$ cat src/rtl/mapmov_symbol_framer.sv
// Strips the mapper/mover packet header and re-frames the sample stream into fixed-length IFFT symbols.
// Optional zero-padding of short final symbols: MAPMOV_SYMBOL_FRAMER_PAD_EN.
module mapmov_symbol_framer #(
   parameter int SYMBOL_LEN = 1024,
   parameter int HDR_WORDS  = 16
) (
   input  logic        clk,
   input  logic        rst,
   input  logic [31:0] t_data,
   input  logic        t_last,
   input  logic        t_valid,
   output logic        t_ready,
   output logic [31:0] i_data,
   output logic        i_last,
   output logic        i_valid,
   input  logic        i_ready,
   output logic [31:0] o_vector_type,
   output logic [15:0] o_sym_cnt,
   output logic [7:0]  o_err_cnt,
   output logic        o_busy
);
   localparam int SW = $clog2(SYMBOL_LEN);
   localparam int HW = $clog2(HDR_WORDS + 1);
   localparam logic [SW-1:0] SYM_LAST = SW'(SYMBOL_LEN - 1);
   localparam logic [HW-1:0] HDR_LAST = HW'(HDR_WORDS - 1);
   localparam logic [HW-1:0] HDR_VT   = HW'(4);

`ifdef MAPMOV_SYMBOL_FRAMER_PAD_EN
   typedef enum logic [1:0] {IDLE, HDR, DATA, PAD} state_t;
`else
   typedef enum logic [1:0] {IDLE, HDR, DATA} state_t;
`endif

   state_t        state_q, state_d;
   logic [HW-1:0] hdr_idx_q, hdr_idx_d;
   logic [SW-1:0] sym_idx_q, sym_idx_d;
   logic [31:0]   vt_q, vt_d;
   logic [15:0]   sym_cnt_q, sym_cnt_d;
   logic [7:0]    err_cnt_q, err_cnt_d;
   logic          sym_inc, err_inc, sym_last;

   assign sym_last = (sym_idx_q == SYM_LAST);

   always_comb begin
      state_d   = state_q;
      hdr_idx_d = hdr_idx_q;
      sym_idx_d = sym_idx_q;
      vt_d      = vt_q;
      sym_inc   = 1'b0;
      err_inc   = 1'b0;
      t_ready   = 1'b1;
      i_valid   = 1'b0;
      i_data    = '0;
      i_last    = 1'b0;
      case (state_q)
         IDLE: begin
            // zero words are type-0 nulls; a non-zero single-word packet is malformed
            if (t_valid && t_data != 32'd0) begin
               if (t_last) err_inc = 1'b1;
               else begin
                  hdr_idx_d = HW'(1);
                  state_d   = HDR;
               end
            end
         end
         HDR: begin
            if (t_valid) begin
               hdr_idx_d = hdr_idx_q + HW'(1);
               if (hdr_idx_q == HDR_VT) vt_d = t_data;
               if (t_last) begin
                  err_inc = 1'b1;
                  state_d = IDLE;
               end else if (hdr_idx_q == HDR_LAST) begin
                  sym_idx_d = '0;
                  state_d   = DATA;
               end
            end
         end
         DATA: begin
            i_data  = t_data;
            i_valid = t_valid;
            t_ready = i_ready;
`ifdef MAPMOV_SYMBOL_FRAMER_PAD_EN
            i_last  = sym_last;
`else
            i_last  = sym_last | t_last;
`endif
            if (t_valid && i_ready) begin
               sym_idx_d = sym_last ? '0 : sym_idx_q + SW'(1);
               sym_inc   = sym_last;
               if (t_last) begin
                  if (sym_last) state_d = IDLE;
                  else begin
`ifdef MAPMOV_SYMBOL_FRAMER_PAD_EN
                     state_d = PAD;
`else
                     // short symbol is truncated: closed early and flagged
                     err_inc   = 1'b1;
                     sym_inc   = 1'b1;
                     sym_idx_d = '0;
                     state_d   = IDLE;
`endif
                  end
               end
            end
         end
`ifdef MAPMOV_SYMBOL_FRAMER_PAD_EN
         PAD: begin
            t_ready = 1'b0;
            i_valid = 1'b1;
            i_last  = sym_last;
            if (i_ready) begin
               sym_idx_d = sym_last ? '0 : sym_idx_q + SW'(1);
               if (sym_last) begin
                  sym_inc = 1'b1;
                  state_d = IDLE;
               end
            end
         end
`endif
         default: state_d = IDLE;
      endcase
      sym_cnt_d = sym_inc ? sym_cnt_q + 16'd1 : sym_cnt_q;
      err_cnt_d = (err_inc && err_cnt_q != 8'hff) ? err_cnt_q + 8'd1 : err_cnt_q;
   end

   always_ff @(posedge clk) begin
      if (rst) begin
         state_q   <= IDLE;
         hdr_idx_q <= '0;
         sym_idx_q <= '0;
         vt_q      <= '0;
         sym_cnt_q <= '0;
         err_cnt_q <= '0;
      end else begin
         state_q   <= state_d;
         hdr_idx_q <= hdr_idx_d;
         sym_idx_q <= sym_idx_d;
         vt_q      <= vt_d;
         sym_cnt_q <= sym_cnt_d;
         err_cnt_q <= err_cnt_d;
      end
   end

   assign o_vector_type = vt_q;
   assign o_sym_cnt     = sym_cnt_q;
   assign o_err_cnt     = err_cnt_q;
   assign o_busy        = (state_q != IDLE);
endmodule

$ cat config.mk
export PLATFORM = sky130hd
export DESIGN_NAME = mapmov_symbol_framer
export DESIGN_NICKNAME = d
export VERILOG_FILES = /design/src/rtl/mapmov_symbol_framer.sv
export SDC_FILE = /design/constraint.sdc
export NUM_CORES = 1
export LEC_CHECK = 0
export BUFFER_PORTS_ARGS = -buffer_cell sky130_fd_sc_hd__buf_4
export CORE_MARGIN = 2
export CORE_UTILIZATION = 46
export CTS_BUF_LIST = sky130_fd_sc_hd__clkbuf_8
export DETAILED_ROUTE_END_ITERATION = 7
export PLACE_DENSITY = 0.88
export REMOVE_ABC_BUFFERS = 1
export SYNTH_ARGS = -nofsm -noshare
export SYNTH_HDL_FRONTEND = slang
export SYNTH_SLANG_ARGS = --single-unit
$ cat constraint.sdc
create_clock -name clk -period 2.3 [get_ports clk]
set_clock_uncertainty 0.1 [all_clocks]
set_input_delay 0.575 -clock clk [delete_from_list [all_inputs] [get_ports clk]]
set_output_delay 0.575 -clock clk [all_outputs]
set_load 0.005 [all_outputs]
Yosys cells after proc, flatten, opt, wreduce, memory -nomap -nowiden
Index checks and enable logic that the tools add are counted.

word-level totals
  register bits = 73
  input port bits = 37
  output and inout bits = 92
  word-level logic and storage cells = 71

cells by class
  add/sub/neg operators = 4
  eq/ne operators = 14
  muxes and demuxes = 34
  bitwise logic cells = 1
  reductions and logical operators = 12

operators by type and width
  operator               count
  $mux 10                7
  $mux 32                1
  $reduce_bool 32->1     1
  $pmux 10 s2            1
  $add 16x1->16 const B  1
  $mux 5                 3
  $mux 2                 7
  $ne 2x2->1 const B     7
  $mux 1                 12
  $add 10x1->10 const B  1
  $eq 10x10->1 const B   1
  $pmux 5 s2             1
  $add 8x1->8 const B    1
  $ne 8x8->1 const B     1
  $pmux 2 s3             1
  $reduce_and 6->1       1
  $reduce_bool 2->1      3
  $add 5x1->5 const B    1
  $eq 5x3->1 const B     1
  $eq 5x4->1 const B     1
  $reduce_and 5->1       1
  $reduce_and 4->1       1
  $logic_and 1x1->1      3
  $ne 3x3->1 const B     1
  6 further kinds        6

Logic depth before layout (Yosys ltp)
Gate-level depths: netlist of run 1.

  depth in word-level cells = 6
  mapped depth = 9

Worst setup path after synthesis of run 1
Ideal clock, no wire load.

  path kind = input port to flip-flop
  from = input t_valid
  to = register err_cnt_q[5], in the netlist o_err_cnt[5]
  library setup time = 0.121 ns
  arrival time = 2.031 ns
  path slack = 0.047 ns
  stages on the path = 6
  buffers on the path = 1
  path through = buf_2 nand2_1 a311o_1 a21oi_2 nor3b_2 mux2_4

between the ends
  cells in the longest elaborated chain, start to end = 4

ends and longest elaborated chain
  what                                         RTL line  RTL
  start, declared                              11        input logic t_valid,
  $logic_and 1x1->1, on equally long branches  88, 58
  $mux 1, on equally long branches             88, 58
  $pmux 1 s3 (*)                               55        case (state_q)
  $logic_and 1x1->1 (*)                        124       err_cnt_d = (err_inc && err_cnt_q != 8'hff) ? err_cnt_q + 8'd1 : err_cnt_q;
  end signal, assigned                         141       err_cnt_q <= err_cnt_d;
  end, declared                                39        logic [7:0] err_cnt_q, err_cnt_d;

Mark *: on every way between the ends. The rest lies on a longest branch, timed or not.
A chain may end at the register's enable or synchronous reset.

Worst setup path in the final report of run 1
  from = register sym_idx_q[1]
  to = output i_last

between the ends
  cells in the longest elaborated chain, start to end = 3

ends and longest elaborated chain
  what                    RTL line  RTL
  start, declared         36        logic [SW-1:0] sym_idx_q, sym_idx_d;
  start signal, assigned  138       sym_idx_q <= sym_idx_d;
  $eq 10x10->1            42        assign sym_last = (sym_idx_q == SYM_LAST);
  $or 1x1->1              86        i_last = sym_last | t_last;
  $mux 1                  55
  end, declared           14        output logic i_last,

Every way passes these cells.

==> summary.md, run 1 <==
| Metric | Value |
|---|---|
| # rows | 31 |
| Sequential standard cell area | 0.00147 mm2 |
| CTS Buffer Depth | 2 |
| Tot GR Track Use | 23.2% |
| CP Max Fanout | 5 |
| Largest family of logic cells by synthesized area | simple AND/OR/NAND/NOR gates |
| Top cell type's share of synthesized area | 42.0% |
| Pwr per Cell Area | 522 mW/mm2 |
| Fraction of final layout cells sized beyond drive strength 1 | 34.4% |
| Worst setup SP type | flop |
| Final cell utilization of the core | 68.9% |
| Latest clock arrival within the worst-skew pair | 0.35 ns |
| WL per Instance | 14.1 um |
| Tightest Pin Transition | 0.462 ns |
| H-tree depth | 3 |
| Int Power | 0.00200 W |
| CTS tree | done |
| Min cycle time layout | 2.21 ns |
| Most common flop cell mapped by yosys | dfxtp_1 |
| Status | finished clean |
| Clock network power share | 43.4% |
| Clock-pin slew on the worst setup and hold paths | 0.08 ns |
| Fin. Hold Viols | 0 |
| Fin crit share | 96.2% |
| Initial antenna violation count | 0 |
| RSZ-0062 raised after global routing | no |
| Final nets | 619 |
| Clock Sinks | 73 |
| Antenna viol nets, final | 0 |
| CTS Buf Count | 9 |
| DRT Wirelength | 9.59 mm |
| Die Y-Extent | 91.0 um |
| Synth async-reset ratio | 0% |
| Adder-Cell Fraction of Synth Area | 2.16% |
| Synth Area in Compound Gates | 12.2% |
| Crit path kind | reg2out |
| Proportion of synthesized area in mux cells | 1.44% |
| Yosys warns | 0 |
| Critical Path Sink Type | output port |
| WP data arrival | 1.54 ns |
| Maximum VDD drop | 0.308 mV |
| Part of the Yosys area used for sequential elements | 42.0% |
| Netlist cell types | 50 |
| Worst slew margin | 69.2% |
| Leakage | 2.10 nW |
| Synth area leaders | dfxtp_1 42%, nand2_1 8.8%, and2_1 6.3% |
| Root Driver | clkbuf_8 |
| # port buffers | 128 |
| Logic pwr share | 7.7% |
| Post-Synth Simple-Gate Area | 32.2% |
| Seq pwr share | 48.8% |
| Max Slew Vio Count | 0 |
| Io pins | 129 |
| XOR/XNOR Fraction of Synth Area | 6.54% |
| Initial DRC count | 114 |
| Fill cells | 573 |
| Worst Path Required | 1.62 ns |
| Net Switching | 0.000622 W |
| DRC errors left | 0 |
| Post-synthesis cell area | 0.00348 mm2 |
| Syn_area_per_cell | 8.15 um2 |
| Number of synthesized flops with an enable pin | 0 |
| Core Region | 0.00729 mm2 |
| Fmax | 452 MHz |
| Area grow syn2layout | 44.3% |
| Initial DRT Pass Iterations | 4 |
| Initial Utilization | 47.7% |
| Syn Inst Count | 427 |
| Seq cells post-synth | 73 |
| HPWL Detailed | 7.03 mm |
| Final hold slack | 0.359 ns |
| Vias in the first global route | 3321 |
| Max cap viols | 0 |
| Die Wd | 91.0 um |
| Vias per inst | 5.18 |
| Die area | 0.00828 mm2 |
| Switching part of the total | 23.7% |
| Footprint of the multi-input gates | 0.00194 mm2 |
| Worst hold path type | reg2reg |
| Via count | 3525 |
| Hold_buf cts | 0 |
| Largest net degree at the start of global routing | 47 |
| GP Congestion | 0.926 |
| Remaining global-route overflow | 0 |
| First-pass GRT wire length | 15.7 mm |
| # setup viols final | 0 |
| Post-synth top area cell | dfxtp_1 |
| Ant diodes | 0 |
power by group through the flow:
stage	clock network (W)	logic, W	registers (W)
floorplan	0	0.0000499	0.00131
global placement	0	0.000194	0.00131
detailed placement	0	0.000198	0.00131
CTS	0.00115	0.000201	0.00128
global route	0.00121	0.000221	0.00128
finish	0.00114	0.000203	0.00128
area by class of cell:
| cell class | count | area share [%] |
|---|---|---|
| multi-input cells | 323 | 38.7 |
| inverters | 8 | 0.598 |
| well taps | 99 | 2.47 |
| clock buffers | 9 | 2.47 |
| repair buffers | 161 | 24.6 |
| flip-flops and latches | 73 | 29.2 |
| clock inverters | 7 | 1.99 |
sequential cells by signal, indices dropped and copies added, names as in the netlist:
register,count
o_sym_cnt,16
state_q,2
sym_idx_q,10
o_err_cnt,8
o_vector_type,32
hdr_idx_q,5
path summary, 6_finish.rpt:
path                           from                end  slack [ns]  cells past startpoint
hold / removal    o_vector_type[12]  o_vector_type[12]        0.36                      2
hold reg to reg   o_vector_type[12]  o_vector_type[12]        0.36                      2
setup reg to reg       sym_idx_q[1]       o_err_cnt[3]        0.17                      6
setup / recovery       sym_idx_q[1]             i_last        0.09                      5
cells in the final DEF, fill, tap and decap left out, types with 3 or more instances in the layout:
| master | count |
|---|---|
| nor2_1 | 38 |
| dfxtp_1 | 70 |
| nand4_1 | 11 |
| a211oi_1 | 4 |
| nor4_1 | 6 |
| inv_1 | 7 |
| xnor2_1 | 11 |
| a21oi_1 | 43 |
| ha_1 | 5 |
| and3_1 | 6 |
| clkbuf_8 | 9 |
| nand2_1 | 82 |
| nor2b_1 | 3 |
| buf_4 | 159 |
| o21ai_0 | 3 |
| and2_1 | 35 |
| inv_6 | 3 |
| nor4_2 | 4 |
| xor2_1 | 15 |
| nand3_1 | 18 |
Yosys cell counts (7+ instances only):
cell / n
nand4_1: 11
inv_1: 7
a21oi_1: 43
nor4_1: 7
xnor2_1: 11
nand3_1: 18
clkbuf_1: 20
dfxtp_1: 73
nor2_1: 39
xor2_1: 15
nand2_1: 82
and2_1: 35
metal layers:
| layer | GRT usage (%) | up-vias | routed length (um) |
|---|---|---|---|
| met5 | 0 | - | 0 |
| met4 | 9.09 | 0 | 228 |
| met3 | 3.65 | 22 | 344 |
| met2 | 41.5 | 98 | 5100 |
| met1 | 27.9 | 1647 | 3910 |
| li1 | - | 1758 | - |
critical path: stages (launching register included):
cell,delay (ns)
dfxtp_4,0.37
ha_4,0.17
and4_4,0.21
a31oi_4,0.24
nor2_2,0.07
buf_4,0.13
through the flow:
stage	instances	setup slack [ns]	setup TNS, ns	power (W)	area [um2]
2_1_floorplan	404	0.124	0	0.00136	3390
3_3_place_gp	663	-0.172	-0.723	0.00150	4740
3_5_place_dp	663	-0.195	-0.878	0.00151	4740
4_1_cts	679	0.0279	0	0.00263	4980
5_1_grt	680	0.0134	0	0.00271	5020
6_report	680	0.0868	0	0.00262	5020
repair_timing:
action,CTS,global route
resized for setup,6,8
pin swaps,0,1
gates cloned,0,0
setup buffers,0,1
setup endpoints to repair,1,34
endpoints found under the hold margin,0,0
kinds of logic after synthesis:
family | Yosys count
simple gates | 221
flops | 73
compound gates | 66
buf+inv | 31
xor+xnor | 26
fa+ha+maj | 6
mux | 4
Power figures use the tool's default switching activity.
==> inputs of run 2 (changes only) <==
Settings changed: CTS_CLUSTER_SIZE from default to 12, RECOVER_POWER from default to 50.
==> summary.md, run 2 (same netlist as run 1, synthesis figures left out) <==
| Metric | Value |
|---|---|
| Largest net degree at the start of global routing | 47 (unchanged) |
| Max cap viols | 0 (unchanged) |
| FF-to-FF path depth | 6 (unchanged) |
| Reg-to-reg endpoint | o_err_cnt[5] (was o_err_cnt[3]) |
| Bufs and invs on worst path | 1 (unchanged) |
| Initial antenna violation count | 0 (unchanged) |
| Ant diodes | 0 (unchanged) |
| H-tree depth | 3 (unchanged) |
| CTS Buf Count | 9 (unchanged) |
| Fraction of final layout cells sized beyond drive strength 1 | 33.4% (was 34.4%) |
| DRC errors left | 0 (unchanged) |
| Io pins | 129 (unchanged) |
| Die Y-Extent | 91.0 um (unchanged) |
| Slowest CP cell | dfxtp_4 (unchanged) |
| Root Driver | clkbuf_8 (unchanged) |
| Pwr per Cell Area | 524 mW/mm2 (was 522 mW/mm2) |
| DRT Wirelength | 9.58 mm (was 9.59 mm) |
| Maximum VDD drop | 0.309 mV (was 0.308 mV) |
| Initial DRT Pass Iterations | 4 (unchanged) |
| Final instance area | 0.00500 mm2 (was 0.00502 mm2) |
| Critical Path, Cell by Cell | ha_4 > and4_4 > a31oi_4 > nor2_2 > buf_4 (unchanged) |
| Remaining global-route overflow | 0 (unchanged) |
| CP delay by family, top | flip-flops (unchanged) |
| Via count | 3526 (was 3525) |
| R2R Setup Slk | 0.17 ns (about the same) |
| Initial DRC count | 107 (was 114) |
| CP Max Fanout | 5 (unchanged) |
| FF-to-FF Start | sym_idx_q[1] (unchanged) |
| Core Region | 0.00729 mm2 (unchanged) |
| Placed inst area | 0.00474 mm2 (unchanged) |
| Final nets | 619 (unchanged) |
| Delay of the slowest critical-path stage | 0.37 ns (about the same) |
| Vias per inst | 5.19 (was 5.18) |
| Commonest cells after routing, fill and taps aside | 101 x buf_4, 82 x nand2_1, 70 x dfxtp_1, 52 x clkbuf_4, 43 x a21oi_1 (was 159 x buf_4, 82 x nand2_1, 70 x dfxtp_1, 43 x a21oi_1, 38 x nor2_1) |
| # rows | 31 (unchanged) |
| Max reg flops | 32 (unchanged) |
| Crit path kind | reg2out (unchanged) |
| WP data arrival | 1.54 ns (about the same) |
| Tightest Pin Transition | 0.466 ns (was 0.462 ns) |
| Critical Path Sink Type | output port (unchanged) |
| Pre-CTS setup slack | -0.195 ns (unchanged) |
| Worst hold path type | reg2reg (unchanged) |
| WP depth | 5 (unchanged) |
| Final hold slack | 0.358 ns (was 0.359 ns) |
| Initial Utilization | 47.7% (unchanged) |
| Area grow syn2layout | 43.7% (was 44.3%) |
| Setup TNS | 0 ns (unchanged) |
| Latest clock arrival within the worst-skew pair | 0.35 ns (about the same) |
| GP Congestion | 0.926 (unchanged) |
| Fin. Hold Viols | 0 (unchanged) |
| # port buffers | 128 (unchanged) |
| Worst setup SP type | flop (unchanged) |
| Fin crit share | 96.4% (was 96.2%) |
| Antenna viol nets, final | 0 (unchanged) |
| Leakage | 2.04 nW (was 2.10 nW) |
| Tot Pwr | 0.00262 W (about the same) |
| CTS tree | done (unchanged) |
| Fmax | 451 MHz (was 452 MHz) |
| Vias in the first global route | 3321 (unchanged) |
| Final WS setup | 0.0823 ns (was 0.0868 ns) |
| First-pass GRT wire length | 15.7 mm (unchanged) |
| Crit path to | i_last (unchanged) |
| Worst Path Required | 1.62 ns (about the same) |
| HPWL Detailed | 7.03 mm (unchanged) |
| Tot GR Track Use | 23.2% (unchanged) |
| CTS Buffer Depth | 2 (unchanged) |
| WL per Instance | 14.1 um (about the same) |
| Worst slew margin | 68.9% (was 69.2%) |
| RSZ-0062 raised after global routing | no (unchanged) |
| Max Slew Vio Count | 0 (unchanged) |
| Commonest non-fill, non-tap cell in the layout | buf_4 (unchanged) |
| Die area | 0.00828 mm2 (unchanged) |
| Die Wd | 91.0 um (unchanged) |
| # setup viols final | 0 (unchanged) |
| Status | finished clean (unchanged) |
| Clock-pin slew on the worst setup and hold paths | 0.08 ns (about the same) |
| Clock Sinks | 73 (unchanged) |
| Min cycle time layout | 2.22 ns (was 2.21 ns) |
| Crit path launch | sym_idx_q[1] (unchanged) |
[run 2: changes by cell type in the layout (fill, tap and decap cells not counted), sizes merged]
cell | before | now
clkbuf | 9 | 67
buf | 161 | 103
[run 2: tightest hold or removal path: cells and delay by family (launching register included)]
family | cells | cell delay (ns)
flip-flops | 1 | 0.31
AO/OA/AOI/OAI | 1 | 0.05
AND/OR/NAND/NOR | 1 | 0.05
[run 2: routing by layer]
metal | share of wire [%] | vias up | global-route usage [%]
met5 | 0 | - | 0
met4 | 2.5 | 0 | 9.09
met3 | 3.7 | 24 | 3.65
met2 | 52 | 105 | 41.5
met1 | 41 | 1640 | 27.9
li1 | - | 1757 | -
[run 2: through the flow]
stage,utilization (%),instances
finish,68.5,680
detailed placement,65.0,663
floorplan,-,404
global route,68.5,680
global placement,65.0,663
CTS,68.3,679
[run 2: worst min-delay path by stage]
stage	startpoint	to	slack [ns]	depth (start not counted)
floorplan	o_vector_type[0]	o_vector_type[0]	0.35	2
global placement	o_vector_type[11]	o_vector_type[11]	0.34	2
detailed placement	o_vector_type[18]	o_vector_type[18]	0.35	2
CTS	o_vector_type[12]	o_vector_type[12]	0.36	2
global route	o_vector_type[0]	o_vector_type[0]	0.37	2
finish	o_vector_type[6]	o_vector_type[6]	0.36	2
[run 2: layout make-up]
cell class / instances / area (um2)
Clock buffer: 9 / 124
Clock inverter: 7 / 100
Fill cell: 581 / 2290
Inverter: 8 / 30.0
Multi-Input combinational cell: 323 / 1940
Sequential cell: 73 / 1470
Tap cell: 99 / 124
Timing Repair Buffer: 161 / 1210
[run 2: report_power, final]
part | switching (W) | total [W] | internal (W)
Clock | 0.000517 | 0.00114 | 0.000622
Combinational | 0.0000963 | 0.000203 | 0.000107
Sequential | 0.0000106 | 0.00128 | 0.00127
Total | 0.000624 | 0.00262 | 0.00200
[run 2: repair_timing]
action | in CTS | in global routing
buffers inserted | 0 | 1
resized for setup | 6 | 8
pin swaps | 0 | 1
cloned | 0 | 0
endpoints found under the setup margin | 1 | 34
hold buffers | 0 | 0
==> inputs of run 3 (changes only) <==
--- a/config.mk
+++ b/config.mk
@@ -9,3 +9,3 @@
 export CORE_MARGIN = 2
-export CORE_UTILIZATION = 46
+export CORE_UTILIZATION = 51
 export CTS_BUF_LIST = sky130_fd_sc_hd__clkbuf_8
@@ -13,5 +13,6 @@
 export DETAILED_ROUTE_END_ITERATION = 7
-export PLACE_DENSITY = 0.88
+export PLACE_DENSITY = 0.92
 export RECOVER_POWER = 50
 export REMOVE_ABC_BUFFERS = 1
+export SLEW_MARGIN = 20
 export SYNTH_ARGS = -nofsm -noshare
==> constraint.sdc (replaced) <==
create_clock -name clk -period 2.5 [get_ports clk]
set_clock_uncertainty 0.1 [all_clocks]
set_input_delay 0.5 -clock clk [delete_from_list [all_inputs] [get_ports clk]]
set_output_delay 0.5 -clock clk [all_outputs]
set_load 0.005 [all_outputs]
==> summary.md, run 3 (same netlist as run 1, synthesis figures left out) <==
| Metric | Value |
|---|---|
| Dpl cells | 619 (was 663) |
| First-pass GRT wire length | 14.9 mm (was 15.7 mm) |
| Crit path kind | reg2out (unchanged) |
| Maximum VDD drop | 0.340 mV (was 0.309 mV) |
| HPWL Detailed | 6.84 mm (was 7.03 mm) |
| Bufs and invs on worst path | 1 (unchanged) |
| CP delay by family, top | simple AND/OR/NAND/NOR gates (was flip-flops) |
| Delay of the slowest critical-path stage | 0.41 ns (was 0.37 ns) |
| Min cycle time layout | 2.41 ns |
| Critical Path, Cell by Cell | ha_1 > and4_1 > a31oi_4 > nor2_1 > buf_4 (was ha_4 > and4_4 > a31oi_4 > nor2_2 > buf_4) |
| Hold_buf cts | 0 (unchanged) |
| Core Region | 0.00668 mm2 (was 0.00729 mm2) |
| Max Slew Vio Count | 0 (unchanged) |
| Worst slew margin | 58.6% (was 68.9%) |
| Vias in the first global route | 3107 (was 3321) |
| Final WS setup | 0.0882 ns (was 0.0823 ns) |
| Initial DRT Pass Iterations | 4 (unchanged) |
| DRT Wirelength | 9.11 mm (was 9.58 mm) |
| CP Max Fanout | 5 (unchanged) |
| Initial DRC count | 158 (was 107) |
| Final nets | 593 (was 619) |
| Antenna viol nets, final | 0 (unchanged) |
| Tot GR Track Use | 24.6% (was 23.2%) |
| Commonest cells after routing, fill and taps aside | 82 x nand2_1, 76 x buf_4, 73 x dfxtp_1, 43 x a21oi_1, 43 x clkbuf_4 (was 101 x buf_4, 82 x nand2_1, 70 x dfxtp_1, 52 x clkbuf_4, 43 x a21oi_1) |
| CTS Buf Count | 9 (unchanged) |
| Worst Path Required | 1.90 ns (was 1.62 ns) |
| RSZ-0062 raised after global routing | no (unchanged) |
| Clock-pin slew on the worst setup and hold paths | 0.07 ns (was 0.08 ns) |
| Final Non-Filler Cells | 634 (was 680) |
| Pre-CTS setup slack | 0.00433 ns (was -0.195 ns) |
| Root Driver | clkbuf_8 (unchanged) |
| Die Y-Extent | 86.6 um (was 91.0 um) |
| Clock Sinks | 73 (unchanged) |
| Commonest non-fill, non-tap cell in the layout | nand2_1 (was buf_4) |
| CTS tree | done (unchanged) |
| Postcts setup bufs | 0 (unchanged) |
| Die area | 0.00750 mm2 (was 0.00828 mm2) |
| WL per Instance | 14.4 um (was 14.1 um) |
| Fin crit share | 96.5% |
| WP data arrival | 1.81 ns (was 1.54 ns) |
| Die Wd | 86.6 um (was 91.0 um) |
| Fraction of final layout cells sized beyond drive strength 1 | 26.9% (was 33.4%) |
| Area grow syn2layout | 33.2% (was 43.7%) |
| Slowest CP cell | dfxtp_1 (was dfxtp_4) |
| Latest clock arrival within the worst-skew pair | 0.34 ns (was 0.35 ns) |
| Max reg flops | 32 (unchanged) |
| Footprint of the multi-input gates | 0.00191 mm2 (was 0.00194 mm2) |
| Max cap viols | 0 (unchanged) |
| Sequential standard cell area | 0.00146 mm2 (was 0.00147 mm2) |
| Initial Utilization | 52.1% (was 47.7%) |
| # rows | 30 (was 31) |
| Worst hold path type | in2reg (was reg2reg) |
| Vias per inst | 5.48 (was 5.19) |
| Status | finished clean (unchanged) |
| Fin. Hold Viols | 0 (unchanged) |
| Via count | 3477 (was 3526) |
| Setup TNS | 0 ns (unchanged) |
| # port buffers | 128 (unchanged) |
| Io pins | 129 (unchanged) |
| Tightest Pin Transition | 0.621 ns (was 0.466 ns) |
| # setup viols final | 0 (unchanged) |
| Fill cells | 519 (was 581) |
| Ant diodes | 0 (unchanged) |
| Initial antenna violation count | 0 (unchanged) |
| Fmax | 415 MHz |
| Worst setup SP type | flop (unchanged) |
| CTS Buffer Depth | 2 (unchanged) |
| GP Congestion | 0.932 (was 0.926) |
| Critical Path Sink Type | output port (unchanged) |
| H-tree depth | 3 (unchanged) |
| Largest net degree at the start of global routing | 41 (was 47) |
| DRC errors left | 0 (unchanged) |
| Remaining global-route overflow | 0 (unchanged) |
| Pwr per Cell Area | 469 mW/mm2 (was 524 mW/mm2) |
| Leakage | 1.86 nW (was 2.04 nW) |
-- run 3: changes by cell type in the layout (fill, tap and decap cells not counted), sizes merged --
cell / change
buf: -27
bufinv: -2
clkbuf: +4
clkinv: -1
clkinvlp: +1
inv: -2
-- run 3: path summary, 6_finish.rpt --
check | startpoint | end | slack (ns) | cells past startpoint
min reg2reg | o_vector_type[28] | o_vector_type[28] | 0.36 | 2
max | sym_idx_q[0] | i_last | 0.09 | 5
max reg2reg | sym_idx_q[0] | o_err_cnt[3] | 0.20 | 6
min | t_data[1] | o_vector_type[1] | 0.32 | 3
-- run 3: repair_timing --
item | 4_1_cts | 5_1_grt
endpoints found under the hold margin | 0 | 0
setup endpoints to repair | 0 | 1
resized for setup | 0 | 1
-- run 3: worst reg2reg max path, delay by kind of cell, from the launching register on --
family                     cells  cell delay [ns]
muxes                          1             0.32
AOI/OAI and AO/OA              2             0.65
adders and majority gates      1             0.25
DFF                            1             0.35
and+or+nand+nor                2             0.53
-- run 3: area by class of cell --
type / instances / share of cell area (%)
Sequential cell: 73 / 31.5
Multi-Input combinational cell: 323 / 41.2
Inverter: 8 / 0.648
Clock buffer: 12 / 3.56
Timing Repair Buffer: 135 / 20.6
Tap cell: 80 / 2.16
Clock inverter: 3 / 0.351
-- run 3: power by group --
group | leakage, nW | internal (W) | switching, W | total, W
Sequential | 0.588 | 0.00117 | 0.00000929 | 0.00118
Combinational | 1.17 | 0.0000715 | 0.0000816 | 0.000153
Clock | 0.0957 | 0.000431 | 0.000411 | 0.000842
Total | 1.86 | 0.00167 | 0.000501 | 0.00217
-- run 3: routing by layer --
layer | part of all wire (%) | up-vias | track usage [%]
met5 | 0 | - | 0
met4 | 3.1 | 0 | 11.2
met3 | 4.2 | 25 | 2.86
met2 | 51 | 104 | 42.4
met1 | 41 | 1648 | 30.9
li1 | - | 1700 | -
-- run 3: per-stage QoR --
step | hold slack, ns | area (um2) | power [W] | util [%]
floorplan | 0.347 | 3390 | 0.00125 | -
global placement | 0.344 | 4500 | 0.00135 | 67.4
detailed placement | 0.349 | 4500 | 0.00136 | 67.4
CTS | 0.310 | 4690 | 0.00218 | 70.1
global route | 0.313 | 4640 | 0.00226 | 69.4
finish | 0.318 | 4640 | 0.00217 | 69.4
